$ cat config.mk
export PLATFORM = sky130hd
export DESIGN_NAME = alu_uart_frame_ctrl_flat
export DESIGN_NICKNAME = d
export VERILOG_FILES = /design/src/rtl/alu_uart_frame_ctrl_if.sv /design/src/rtl/alu_uart_frame_ctrl.sv /design/src/flat_wrapper.sv
export SDC_FILE = /design/constraint.sdc
export NUM_CORES = 1
export LEC_CHECK = 0
export BUFFER_PORTS_ARGS = -buffer_cell sky130_fd_sc_hd__buf_2
export CAP_MARGIN = 25
export CORE_MARGIN = 10
export CORE_UTILIZATION = 55
export CTS_CLUSTER_DIAMETER = 200
export DETAILED_ROUTE_END_ITERATION = 8
export PLACE_DENSITY_LB_ADDON = 0.15
export SETUP_SLACK_MARGIN = 0.02
export SLEW_MARGIN = 20
export SYNTH_ARGS = -nofsm -noshare
export SYNTH_HDL_FRONTEND = slang
export SYNTH_SLANG_ARGS = --single-unit
$ cat constraint.sdc
create_clock -name i_clk -period 2.3 [get_ports i_clk]
set_input_delay 0.345 -clock i_clk [delete_from_list [all_inputs] [get_ports i_clk]]
set_output_delay 0.345 -clock i_clk [all_outputs]
set_load 0.02 [all_outputs]
$ cat src/rtl/alu_uart_frame_ctrl_if.sv
// rtl/alu_uart_frame_ctrl_if.sv - UART/ALU side signal bundle for the frame controller
//
// Signals:
//   i_rx_data    byte received by the UART, valid with i_rx_done
//   i_rx_done    one-cycle pulse per received byte
//   o_tx_data    byte to transmit, stable from o_tx_start until i_tx_done
//   o_tx_start   one-cycle transmit request
//   i_tx_done    one-cycle pulse when the UART finished a byte
//   o_alu_a      operand A to the ALU
//   o_alu_b      operand B to the ALU
//   o_alu_op     ALU opcode
//   i_alu_result combinational ALU result
//   o_busy       high from execution through the end of the status byte
// Modports:
//   master       the frame controller
//   slave        the UART core and ALU around it
interface alu_uart_frame_ctrl_if #(
    parameter int NB_DATA = 8,
    parameter int NB_CODE = 6
);
    logic [7:0]         i_rx_data;
    logic               i_rx_done;
    logic [7:0]         o_tx_data;
    logic               o_tx_start;
    logic               i_tx_done;
    logic [NB_DATA-1:0] o_alu_a;
    logic [NB_DATA-1:0] o_alu_b;
    logic [NB_CODE-1:0] o_alu_op;
    logic [NB_DATA-1:0] i_alu_result;
    logic               o_busy;

    modport master (
        input  i_rx_data,
        input  i_rx_done,
        output o_tx_data,
        output o_tx_start,
        input  i_tx_done,
        output o_alu_a,
        output o_alu_b,
        output o_alu_op,
        input  i_alu_result,
        output o_busy
    );

    modport slave (
        output i_rx_data,
        output i_rx_done,
        input  o_tx_data,
        input  o_tx_start,
        output i_tx_done,
        input  o_alu_a,
        input  o_alu_b,
        input  o_alu_op,
        output i_alu_result,
        input  o_busy
    );
endinterface

$ cat src/rtl/alu_uart_frame_ctrl.sv
// rtl/alu_uart_frame_ctrl.sv - byte-framed operand/opcode collector and result/status sender for the ALU
//
// Ports:
//   i_clk    system clock
//   i_reset  asynchronous active-high reset
//   bus      alu_uart_frame_ctrl_if.master: UART rx/tx handshake, ALU operands/result, busy
//
// A frame is NBYTES bytes of A, NBYTES bytes of B and one opcode byte, each
// operand LSB byte first. The reply is the result bytes (LSB first) followed by
// a status byte {timeout, 5'b0, bad_opcode, zero}. A bad opcode replies with the
// status byte only; an inter-byte timeout replies with 0x80 only.
module alu_uart_frame_ctrl #(
    parameter int NB_DATA     = 8,
    parameter int NB_CODE     = 6,
    parameter int NB_BYTE     = 8,
    parameter int TIMEOUT_CYC = 200000
) (
    input  logic                  i_clk,
    input  logic                  i_reset,
    alu_uart_frame_ctrl_if.master bus
);

    localparam int NBYTES = NB_DATA / NB_BYTE;
    localparam int CW     = $clog2(NBYTES + 1);
    localparam int TW     = $clog2(TIMEOUT_CYC + 1);

    localparam logic [CW-1:0] LAST_BYTE    = CW'(NBYTES - 1);
    localparam logic [TW-1:0] TO_LIMIT     = TW'(TIMEOUT_CYC);
    localparam logic [7:0]    STAT_TIMEOUT = 8'h80;
    localparam logic [7:0]    STAT_BAD_OP  = 8'h02;

    typedef enum logic [2:0] {
        RX_A      = 3'd0,
        RX_B      = 3'd1,
        RX_OP     = 3'd2,
        EXEC      = 3'd3,
        TX_RES    = 3'd4,
        WAIT_RES  = 3'd5,
        TX_STAT   = 3'd6,
        WAIT_STAT = 3'd7
    } state_t;

    state_t             state;
    logic [CW-1:0]      byte_cnt;
    logic [TW-1:0]      to_cnt;
    logic [NB_DATA-1:0] a_reg;
    logic [NB_DATA-1:0] b_reg;
    logic [NB_CODE-1:0] op_reg;
    logic               bad_op;
    logic [NB_DATA-1:0] res_reg;
    logic [7:0]         status;
    logic [7:0]         tx_data;
    logic               tx_start;
    logic               busy;

    // Concatenating the new byte above the register and dropping the low byte
    // shifts it in from the top; this stays legal for a single-byte operand.
    logic [NB_DATA+NB_BYTE-1:0] a_cat;
    logic [NB_DATA+NB_BYTE-1:0] b_cat;
    logic [NB_DATA+NB_BYTE-1:0] res_cat;
    logic                       bad_code;
    logic                       frame_open;
    logic                       res_zero;

    assign a_cat    = {bus.i_rx_data, a_reg};
    assign b_cat    = {bus.i_rx_data, b_reg};
    assign res_cat  = {{NB_BYTE{1'b0}}, res_reg};
    assign bad_code = (bus.i_rx_data >> NB_CODE) != 8'h00;
    assign res_zero = (bus.i_alu_result == '0);

    // Idle cycles only count once a frame has started; an empty RX_A may idle forever.
    assign frame_open = ((state == RX_A) && (byte_cnt != '0)) ||
                        (state == RX_B) || (state == RX_OP);

    assign bus.o_alu_a    = a_reg;
    assign bus.o_alu_b    = b_reg;
    assign bus.o_alu_op   = op_reg;
    assign bus.o_tx_data  = tx_data;
    assign bus.o_tx_start = tx_start;
    assign bus.o_busy     = busy;

    always_ff @(posedge i_clk or posedge i_reset) begin
        if (i_reset) begin
            state    <= RX_A;
            byte_cnt <= '0;
            to_cnt   <= '0;
            a_reg    <= '0;
            b_reg    <= '0;
            op_reg   <= '0;
            bad_op   <= 1'b0;
            res_reg  <= '0;
            status   <= 8'h00;
            tx_data  <= 8'h00;
            tx_start <= 1'b0;
            busy     <= 1'b0;
        end else if (frame_open && !bus.i_rx_done) begin
            // A byte on the limit cycle takes the else path above, so it always wins.
            if (to_cnt == TO_LIMIT) begin
                state    <= TX_STAT;
                byte_cnt <= '0;
                to_cnt   <= '0;
                status   <= STAT_TIMEOUT;
                tx_data  <= STAT_TIMEOUT;
                tx_start <= 1'b1;
                busy     <= 1'b1;
            end else begin
                to_cnt <= to_cnt + 1'b1;
            end
        end else begin
            case (state)
                RX_A: begin
                    if (bus.i_rx_done) begin
                        a_reg  <= a_cat[NB_DATA+NB_BYTE-1:NB_BYTE];
                        to_cnt <= '0;
                        if (byte_cnt == LAST_BYTE) begin
                            byte_cnt <= '0;
                            state    <= RX_B;
                        end else begin
                            byte_cnt <= byte_cnt + 1'b1;
                        end
                    end
                end

                RX_B: begin
                    if (bus.i_rx_done) begin
                        b_reg  <= b_cat[NB_DATA+NB_BYTE-1:NB_BYTE];
                        to_cnt <= '0;
                        if (byte_cnt == LAST_BYTE) begin
                            byte_cnt <= '0;
                            state    <= RX_OP;
                        end else begin
                            byte_cnt <= byte_cnt + 1'b1;
                        end
                    end
                end

                RX_OP: begin
                    if (bus.i_rx_done) begin
                        op_reg   <= bus.i_rx_data[NB_CODE-1:0];
                        bad_op   <= bad_code;
                        to_cnt   <= '0;
                        byte_cnt <= '0;
                        busy     <= 1'b1;
                        state    <= EXEC;
                    end
                end

                // The ALU has seen the new opcode for this cycle; capture its result
                // and launch the first reply byte straight away.
                EXEC: begin
                    res_reg  <= bus.i_alu_result;
                    tx_start <= 1'b1;
                    byte_cnt <= '0;
                    if (bad_op) begin
                        status  <= STAT_BAD_OP;
                        tx_data <= STAT_BAD_OP;
                        state   <= TX_STAT;
                    end else begin
                        status  <= {7'b0, res_zero};
                        tx_data <= bus.i_alu_result[NB_BYTE-1:0];
                        state   <= TX_RES;
                    end
                end

                TX_RES: begin
                    tx_start <= 1'b0;
                    state    <= WAIT_RES;
                end

                WAIT_RES: begin
                    if (bus.i_tx_done) begin
                        tx_start <= 1'b1;
                        if (byte_cnt == LAST_BYTE) begin
                            byte_cnt <= '0;
                            tx_data  <= status;
                            state    <= TX_STAT;
                        end else begin
                            byte_cnt <= byte_cnt + 1'b1;
                            res_reg  <= res_cat[NB_DATA+NB_BYTE-1:NB_BYTE];
                            tx_data  <= res_cat[2*NB_BYTE-1:NB_BYTE];
                            state    <= TX_RES;
                        end
                    end
                end

                TX_STAT: begin
                    tx_start <= 1'b0;
                    state    <= WAIT_STAT;
                end

                WAIT_STAT: begin
                    if (bus.i_tx_done) begin
                        byte_cnt <= '0;
                        to_cnt   <= '0;
                        busy     <= 1'b0;
                        state    <= RX_A;
                    end
                end

                default: begin
                    state <= RX_A;
                end
            endcase
        end
    end

endmodule

$ cat src/flat_wrapper.sv
// flat-port wrapper written by rule: the top's interface ports become plain ports
module alu_uart_frame_ctrl_flat 
#(
    parameter int NB_DATA     = 8,
    parameter int NB_CODE     = 6,
    parameter int NB_BYTE     = 8,
    parameter int TIMEOUT_CYC = 200000
)
  (i_clk, i_reset, bus_i_rx_data, bus_i_rx_done, bus_o_tx_data, bus_o_tx_start, bus_i_tx_done, bus_o_alu_a, bus_o_alu_b, bus_o_alu_op, bus_i_alu_result, bus_o_busy);
  alu_uart_frame_ctrl_if #(.NB_DATA(NB_DATA), .NB_CODE(NB_CODE)) bus_i ();
  input  logic i_clk;
  input  logic i_reset;
  input wire logic [$bits(bus_i.i_rx_data)-1:0] bus_i_rx_data;
  input wire logic [$bits(bus_i.i_rx_done)-1:0] bus_i_rx_done;
  output wire logic [$bits(bus_i.o_tx_data)-1:0] bus_o_tx_data;
  output wire logic [$bits(bus_i.o_tx_start)-1:0] bus_o_tx_start;
  input wire logic [$bits(bus_i.i_tx_done)-1:0] bus_i_tx_done;
  output wire logic [$bits(bus_i.o_alu_a)-1:0] bus_o_alu_a;
  output wire logic [$bits(bus_i.o_alu_b)-1:0] bus_o_alu_b;
  output wire logic [$bits(bus_i.o_alu_op)-1:0] bus_o_alu_op;
  input wire logic [$bits(bus_i.i_alu_result)-1:0] bus_i_alu_result;
  output wire logic [$bits(bus_i.o_busy)-1:0] bus_o_busy;
  assign bus_i.i_rx_data = bus_i_rx_data;
  assign bus_i.i_rx_done = bus_i_rx_done;
  assign bus_o_tx_data = bus_i.o_tx_data;
  assign bus_o_tx_start = bus_i.o_tx_start;
  assign bus_i.i_tx_done = bus_i_tx_done;
  assign bus_o_alu_a = bus_i.o_alu_a;
  assign bus_o_alu_b = bus_i.o_alu_b;
  assign bus_o_alu_op = bus_i.o_alu_op;
  assign bus_i.i_alu_result = bus_i_alu_result;
  assign bus_o_busy = bus_i.o_busy;
  alu_uart_frame_ctrl #(.NB_DATA(NB_DATA), .NB_CODE(NB_CODE), .NB_BYTE(NB_BYTE), .TIMEOUT_CYC(TIMEOUT_CYC)) u_core (.i_clk(i_clk), .i_reset(i_reset), .bus(bus_i));
endmodule
==> results of run 1 <==
==> power by group <==
group          internal, mW  switching (mW)
Combinational         0.776            1.18
Clock                 0.497           0.421
Sequential             1.34           0.228
==> sequential cells by signal, summed over array words and instances (netlist names) <==
name	flops
u_core.bus.o_alu_a	8
u_core.bus.o_alu_op	6
u_core.bad_op	1
u_core.state	3
u_core.status	3
u_core.bus.o_alu_b	8
u_core.bus.o_tx_start	1
u_core.to_cnt	18
u_core.bus.o_busy	1
u_core.bus.o_tx_data	8
==> worst max-delay path by stage <==
| stage | startpoint | end | slack [ps] | cells after the start |
|---|---|---|---|---|
| 2_1_floorplan | u_core.to_cnt[3]$_DFFE_PP0P_ | u_core.bus.o_tx_data[1]$_DFFE_PP0P_ | 230 | 6 |
| 3_3_place_gp | u_core.to_cnt[15]$_DFFE_PP0P_ | u_core.bus.o_tx_data[7]$_DFFE_PP0P_ | 210 | 5 |
| 3_5_place_dp | u_core.to_cnt[15]$_DFFE_PP0P_ | u_core.bus.o_tx_data[1]$_DFFE_PP0P_ | 140 | 5 |
| 4_1_cts | u_core.to_cnt[15]$_DFFE_PP0P_ | u_core.bus.o_tx_data[1]$_DFFE_PP0P_ | 130 | 5 |
| 5_1_grt | u_core.to_cnt[15]$_DFFE_PP0P_ | u_core.bus.o_tx_data[1]$_DFFE_PP0P_ | 40 | 5 |
| 6_report | u_core.to_cnt[15]$_DFFE_PP0P_ | u_core.bus.o_tx_data[1]$_DFFE_PP0P_ | 120 | 5 |
==> cell families after synthesis <==
logic type	after synthesis
mux	27
fa+ha+maj	2
compound gates	57
xor+xnor	4
flops	57
simple gates	97
buf+inv	30
==> layer usage <==
metal / vias to the layer above / routed length [microns] / track usage (%)
met2: 67 / 3450 / 28.0
met3: 14 / 349 / 5.19
met5: - / 0 / 0
met4: 0 / 114 / 6.92
li1: 1132 / - / -
met1: 1136 / 2860 / 19.5
==> cells in the final DEF, fill, tap and decap left out, types with 3 or more instances in the layout <==
cell type,count
o22ai_1,3
nand3_1,16
nor3_1,10
mux2i_1,4
nor2_1,13
inv_1,17
dfrtp_1,57
buf_2,51
o21ai_0,20
mux2_2,23
o311ai_0,4
o31ai_1,6
nand2_1,26
clkinvlp_4,3
clkbuf_8,9
buf_4,19
and3_1,3
nand4_1,6
a21oi_1,10
nor4_1,4
xnor2_1,4
==> metrics by stage <==
stage                     setup WS (ps)  utilization [%]
after global routing               39.3             71.1
after CTS                           129             71.1
after detailed placement            139             67.0
after floorplan                     231                -
after global placement              206             67.0
final                               115             71.1
==> final cells by class <==
cell class | count | area, sq um
inverter | 18 | 67.6
clock inverter | 7 | 71.3
sequential | 57 | 1430
clock buffer | 9 | 124
fill | 384 | 1390
multi-input combinational | 187 | 1250
tap | 67 | 83.8
timing repair buffer | 70 | 398
==> critical path: cells and delay by family (launching register included) <==
kind,cells,cell delay (ps)
simple gates,3,1170
compound gates,2,480
flops,1,430
==> run metrics, run 1 <==
critical path fanouts, max=9; reg-to-reg critical path endpoint=u_core.bus.o_tx_data[1]$_DFFE_PP0P_; GPL Wtd Cong=0.898; mapped cell area=2800 sq um; initial antenna violation count=0; post-synthesis adder-cell area fraction=less than 1%; Post-Synth Simple-Gate Area=a little under a fifth; WP data required=approximately 2500 ps; post-CTS setup buffer count=0; first-pass GRT wire length=11.4 mm; Detail Placement HPWL=about 5 mm; H-tree level count=3; Die Height=91.3 microns; FP Rows=25; final worst-path cycle share=a little over nine tenths; Post-synth top cells=dfrtp_1 (57), nand2_1 (26), mux2_2 (23), o21ai_0 (20), inv_1 (18); # resized after CTS=0; top-count cell post-synth=dfrtp_1; worst hold path class=in2async; worst r2r src=u_core.to_cnt[15]$_DFFE_PP0P_; Horiz. Die Dim=between 90 and 100 microns; largest net degree at the start of global routing=36; layout cell share with drive strength beyond 1=between 30% and 40%; via-per-instance ratio=5.66; Final Net Count=365; Setup Viol. Count Final=0; drt first pass iters=4; final hold vios=0; relative slew slack=between 50% and 60%; Fin Hold WS=roughly 120 ps; post-route non-filler standard cell count=415; Placed Instance Area=approximately 3200 sq um; Crit-path slowest cell=or4_4; Reg clk slew, reported paths=roughly 70 ps; CTS root buffer=clkbuf_8; RSZ-0062 raised after global routing=no; share of the synthesized area in the top cell type=between 50% and 60%; Total Wirelength=6.78 mm; Initial Util=58.1%; Post-Synth XOR/XNOR Area=approximately 1.3%; Crit Path Category=reg2reg; Synth area leader=dfrtp_1; Cell variety after synth=48; vias=around 2,300; asr flop ratio synth=100%; ys flop type=dfrtp_1; post-route ant nets=0; worst reg-to-reg path cell count=5; Synth Area per Inst=between 10 and 15 sq um; # clock sinks=between 50 and 60; Setup crit end kind=flip-flop; VDD IR max=0.857 mV; largest cells by area after synthesis=dfrtp_1 (51%), mux2_2 (9.3%), o21ai_0 (3.6%); MaxCap Viol Count=0; Synth Area in Compound Gates=a little over an eighth; arrival time worst endpoint=approximately 2400 ps; Startpoint Class=flip-flop; flop2flop setup slack=between 100 and 150 ps; slowest stage delay, CP=between 500 and 600 ps; Diodes inserted=0; Design Area, Final=about 3400 sq um; maximum buffer depth of the clock tree=2; pwr dens=~1300 nW/um^2; PortBufs=51; Hold-fix buffers, CTS=0; Pwr Total=4.44 mW; actual slew at the worst max-slew pin=715 ps; Seq/Total Area, Yosys=approximately half; WL/cell=~16 microns; net count after synthesis=between 200 and 300; LEAKAGE=~1.5 nW; Yosys reg bits=57; DR iter-0 viols=129; gr usage total=~17%; Yosys warnings=0; status=finished, final reports clean; DRC viols=0; Num CTS Buffers=9; Post-synth EDFFs=0; vias in the first global route=between 2,000 and 2,500; clk_lat worst skew=340 ps; mux share of post-synthesis cell area=between 10% and 20%; Cells after DPL=about 400; crit-path cells=or4_4 -> nor4_4 -> a21oi_2 -> or2_1 -> o41ai_2; synthesis-to-finish area growth=22.3%; core area=just under 5000 sq um; Post-Route Setup TNS=0 ps; # IOs=52; Fin Clk Skew=approximately 7.3 ps; die area=8340 sq um; Cells after Synth=between 200 and 300; Tmin final=approximately 2200 ps; CTS tree=built; largest family of logic cells by synthesized area=simple AND/OR/NAND/NOR gates; Achievable Freq=around 460 MHz; total grt overflow=0; max-slew violation count=0
Power figures use the tool's default switching activity.
==> inputs of run 2 (changes only) <==
--- a/config.mk
+++ b/config.mk
@@ -7,12 +7,15 @@
 export LEC_CHECK = 0
 export BUFFER_PORTS_ARGS = -buffer_cell sky130_fd_sc_hd__buf_2
 export CAP_MARGIN = 25
+export CELL_PAD_IN_SITES_DETAIL_PLACEMENT = 1
+export CELL_PAD_IN_SITES_GLOBAL_PLACEMENT = 1
 export CORE_MARGIN = 10
-export CORE_UTILIZATION = 55
+export CORE_UTILIZATION = 43
 export CTS_CLUSTER_DIAMETER = 200
 export DETAILED_ROUTE_END_ITERATION = 8
 export PLACE_DENSITY_LB_ADDON = 0.15
 export SETUP_SLACK_MARGIN = 0.02
+export SKIP_CTS_REPAIR_TIMING = 1
 export SLEW_MARGIN = 20
 export SYNTH_ARGS = -nofsm -noshare
 export SYNTH_HDL_FRONTEND = slang
==> run 2 against run 1 <==
- count of clock-buffer cells in the layout up 1
- setup slack better by 62 ps
- critical endpoint is now u_core.to_cnt[16]$_DFFE_PP0P_
- final area up 0.58%
- power up 1.1%
- combinational power up 5%
- die area up 22%
- utilization down 17 points
- critical path depth up 1
==> run metrics, run 2 (same netlist as run 1, synthesis figures left out) <==
status=finished, final reports clean; RSZ-0062 raised after global routing=no; critical path fanouts, max=10; Tmin final=~2100 ps; FP Rows=29; max reg flops=18; Crit Path Category=reg2reg; maximum buffer depth of the clock tree=2; actual slew at the worst max-slew pin=around 560 ps; largest net degree at the start of global routing=23; DR iter-0 viols=60; pwr dens=around 1300 nW/um^2; relative slew slack=roughly 63%; worst reg-to-reg path cell count=6; Num CTS Buffers=9; CTS tree=built; Total Wirelength=between 7 and 8 mm; crit-path leading delay family=simple AND/OR/NAND/NOR gates; Pwr Total=around 4.5 mW; final worst-path cycle share=92.3%; layout cell share with drive strength beyond 1=around a third; Design Area, Final=roughly 3400 sq um; VDD IR max=about 0.7 mV; vias=2,399; synthesis-to-finish area growth=23.0%; # clock sinks=57; CTS root buffer=clkbuf_8; Achievable Freq=between 400 and 500 MHz; Post-Route Setup TNS=0 ps; register with the most flip-flops=u_core.to_cnt; crit-path cells=or4_4 -> nor4_4 -> a21oi_2 -> buf_4 -> and3_1 -> a221o_1; total grt overflow=0; worst hold path class=in2async; LEAKAGE=1.56 nW; Startpoint Class=flip-flop; Die Height=101 microns; filler cell count=approximately 740; Fin Clk Skew=6.98 ps; Fin Hold WS=about 2.6 ps; PortBufs=between 50 and 60; Diodes inserted=0; Setup WS pre-CTS=approximately 90 ps; clk_lat worst skew=between 300 and 400 ps; Setup Viol. Count Final=0; final hold vios=0; vias in the first global route=about 2,600; worst r2r src=u_core.to_cnt[15]$_DFFE_PP0P_; commonest non-fill, non-tap cell in the layout=dfrtp_1; FF/Latch Area=approximately 1400 sq um; via-per-instance ratio=between 5 and 6; post-route setup slack=around 180 ps; MaxCap Viol Count=0; Final Net Count=between 300 and 400; gr usage total=between 15 and 20%; DRC viols=0; slowest stage delay, CP=between 500 and 600 ps; Worst Path Buf+Inv=1; GPL Wtd Cong=~0.76; WP data required=about 2500 ps; die area=10,100 sq um; most frequent cells in the layout=dfrtp_1 (57), buf_2 (51), nand2_1 (26); drt first pass iters=4; Reg clk slew, reported paths=approximately 70 ps; multi-input logic area=1260 sq um; Final Util=between 50% and 60%; # IOs=52; max-slew violation count=0; post-route non-filler standard cell count=426; Horiz. Die Dim=101 microns; Setup crit end kind=flip-flop; flop2flop setup slack=approximately 180 ps; Initial Util=between 40 and 50%; core area=between 6000 and 7000 sq um; reg-to-reg critical path endpoint=u_core.to_cnt[16]$_DFFE_PP0P_; H-tree level count=3; initial antenna violation count=0; Placed Instance Area=between 3000 and 4000 sq um; Crit-path slowest cell=or4_4; arrival time worst endpoint=approximately 2400 ps; Cells after DPL=410; first-pass GRT wire length=12.9 mm; WL/cell=18.0 microns; post-route ant nets=0; Detail Placement HPWL=approximately 5.8 mm
-- run 2: changes by cell type in the layout (fill, tap and decap cells not counted) --
| cell | change |
|---|---|
| nor4_1 | -1 |
| nor4_2 | +1 |
| clkinv_2 | +2 |
| clkbuf_1 | +1 |
| clkinvlp_4 | -3 |
| or2_1 | -1 |
| buf_4 | +1 |
| or2_4 | +1 |
-- run 2: power breakdown --
group,internal (mW),total [mW],switching (mW)
logic,0.802,2.04,1.24
clock network,0.494,0.908,0.414
registers,1.34,1.54,0.200
-- run 2: metal layers --
metal	global-route usage, %	wire (microns)	up-vias
li1	-	-	1136
met1	19.2	3200	1210
met2	26.0	4050	40
met3	4.66	307	13
met4	5.43	110	0
met5	0	0	-
-- run 2: how the worst max path moves through the flow --
stage	slack [ps]	startpoint	end	depth (start not counted)
2_1_floorplan	230	u_core.to_cnt[3]$_DFFE_PP0P_	u_core.bus.o_tx_data[1]$_DFFE_PP0P_	6
3_3_place_gp	170	u_core.to_cnt[15]$_DFFE_PP0P_	u_core.bus.o_tx_data[7]$_DFFE_PP0P_	5
3_5_place_dp	90	u_core.to_cnt[0]$_DFFE_PP0P_	u_core.bus.o_tx_data[1]$_DFFE_PP0P_	7
4_1_cts	50	u_core.to_cnt[0]$_DFFE_PP0P_	u_core.bus.o_tx_data[1]$_DFFE_PP0P_	7
5_1_grt	70	u_core.to_cnt[15]$_DFFE_PP0P_	u_core.to_cnt[11]$_DFFE_PP0P_	7
6_report	180	u_core.to_cnt[15]$_DFFE_PP0P_	u_core.to_cnt[16]$_DFFE_PP0P_	6
-- run 2: layout make-up --
cell class | instances | area share (%)
sequential | 57 | 41.4
multi-input combinational | 187 | 36.6
timing repair buffer | 71 | 11.8
clock buffer | 10 | 3.71
tap | 77 | 2.80
inverter | 18 | 1.96
clock inverter | 6 | 1.71
-- run 2: worst reg2reg max path, stage by stage (launching register included) --
cell     delay, ps
dfrtp_1        420
or4_4          550
nor4_4         280
a21oi_2        150
buf_4          200
and3_1         170
a221o_1        250
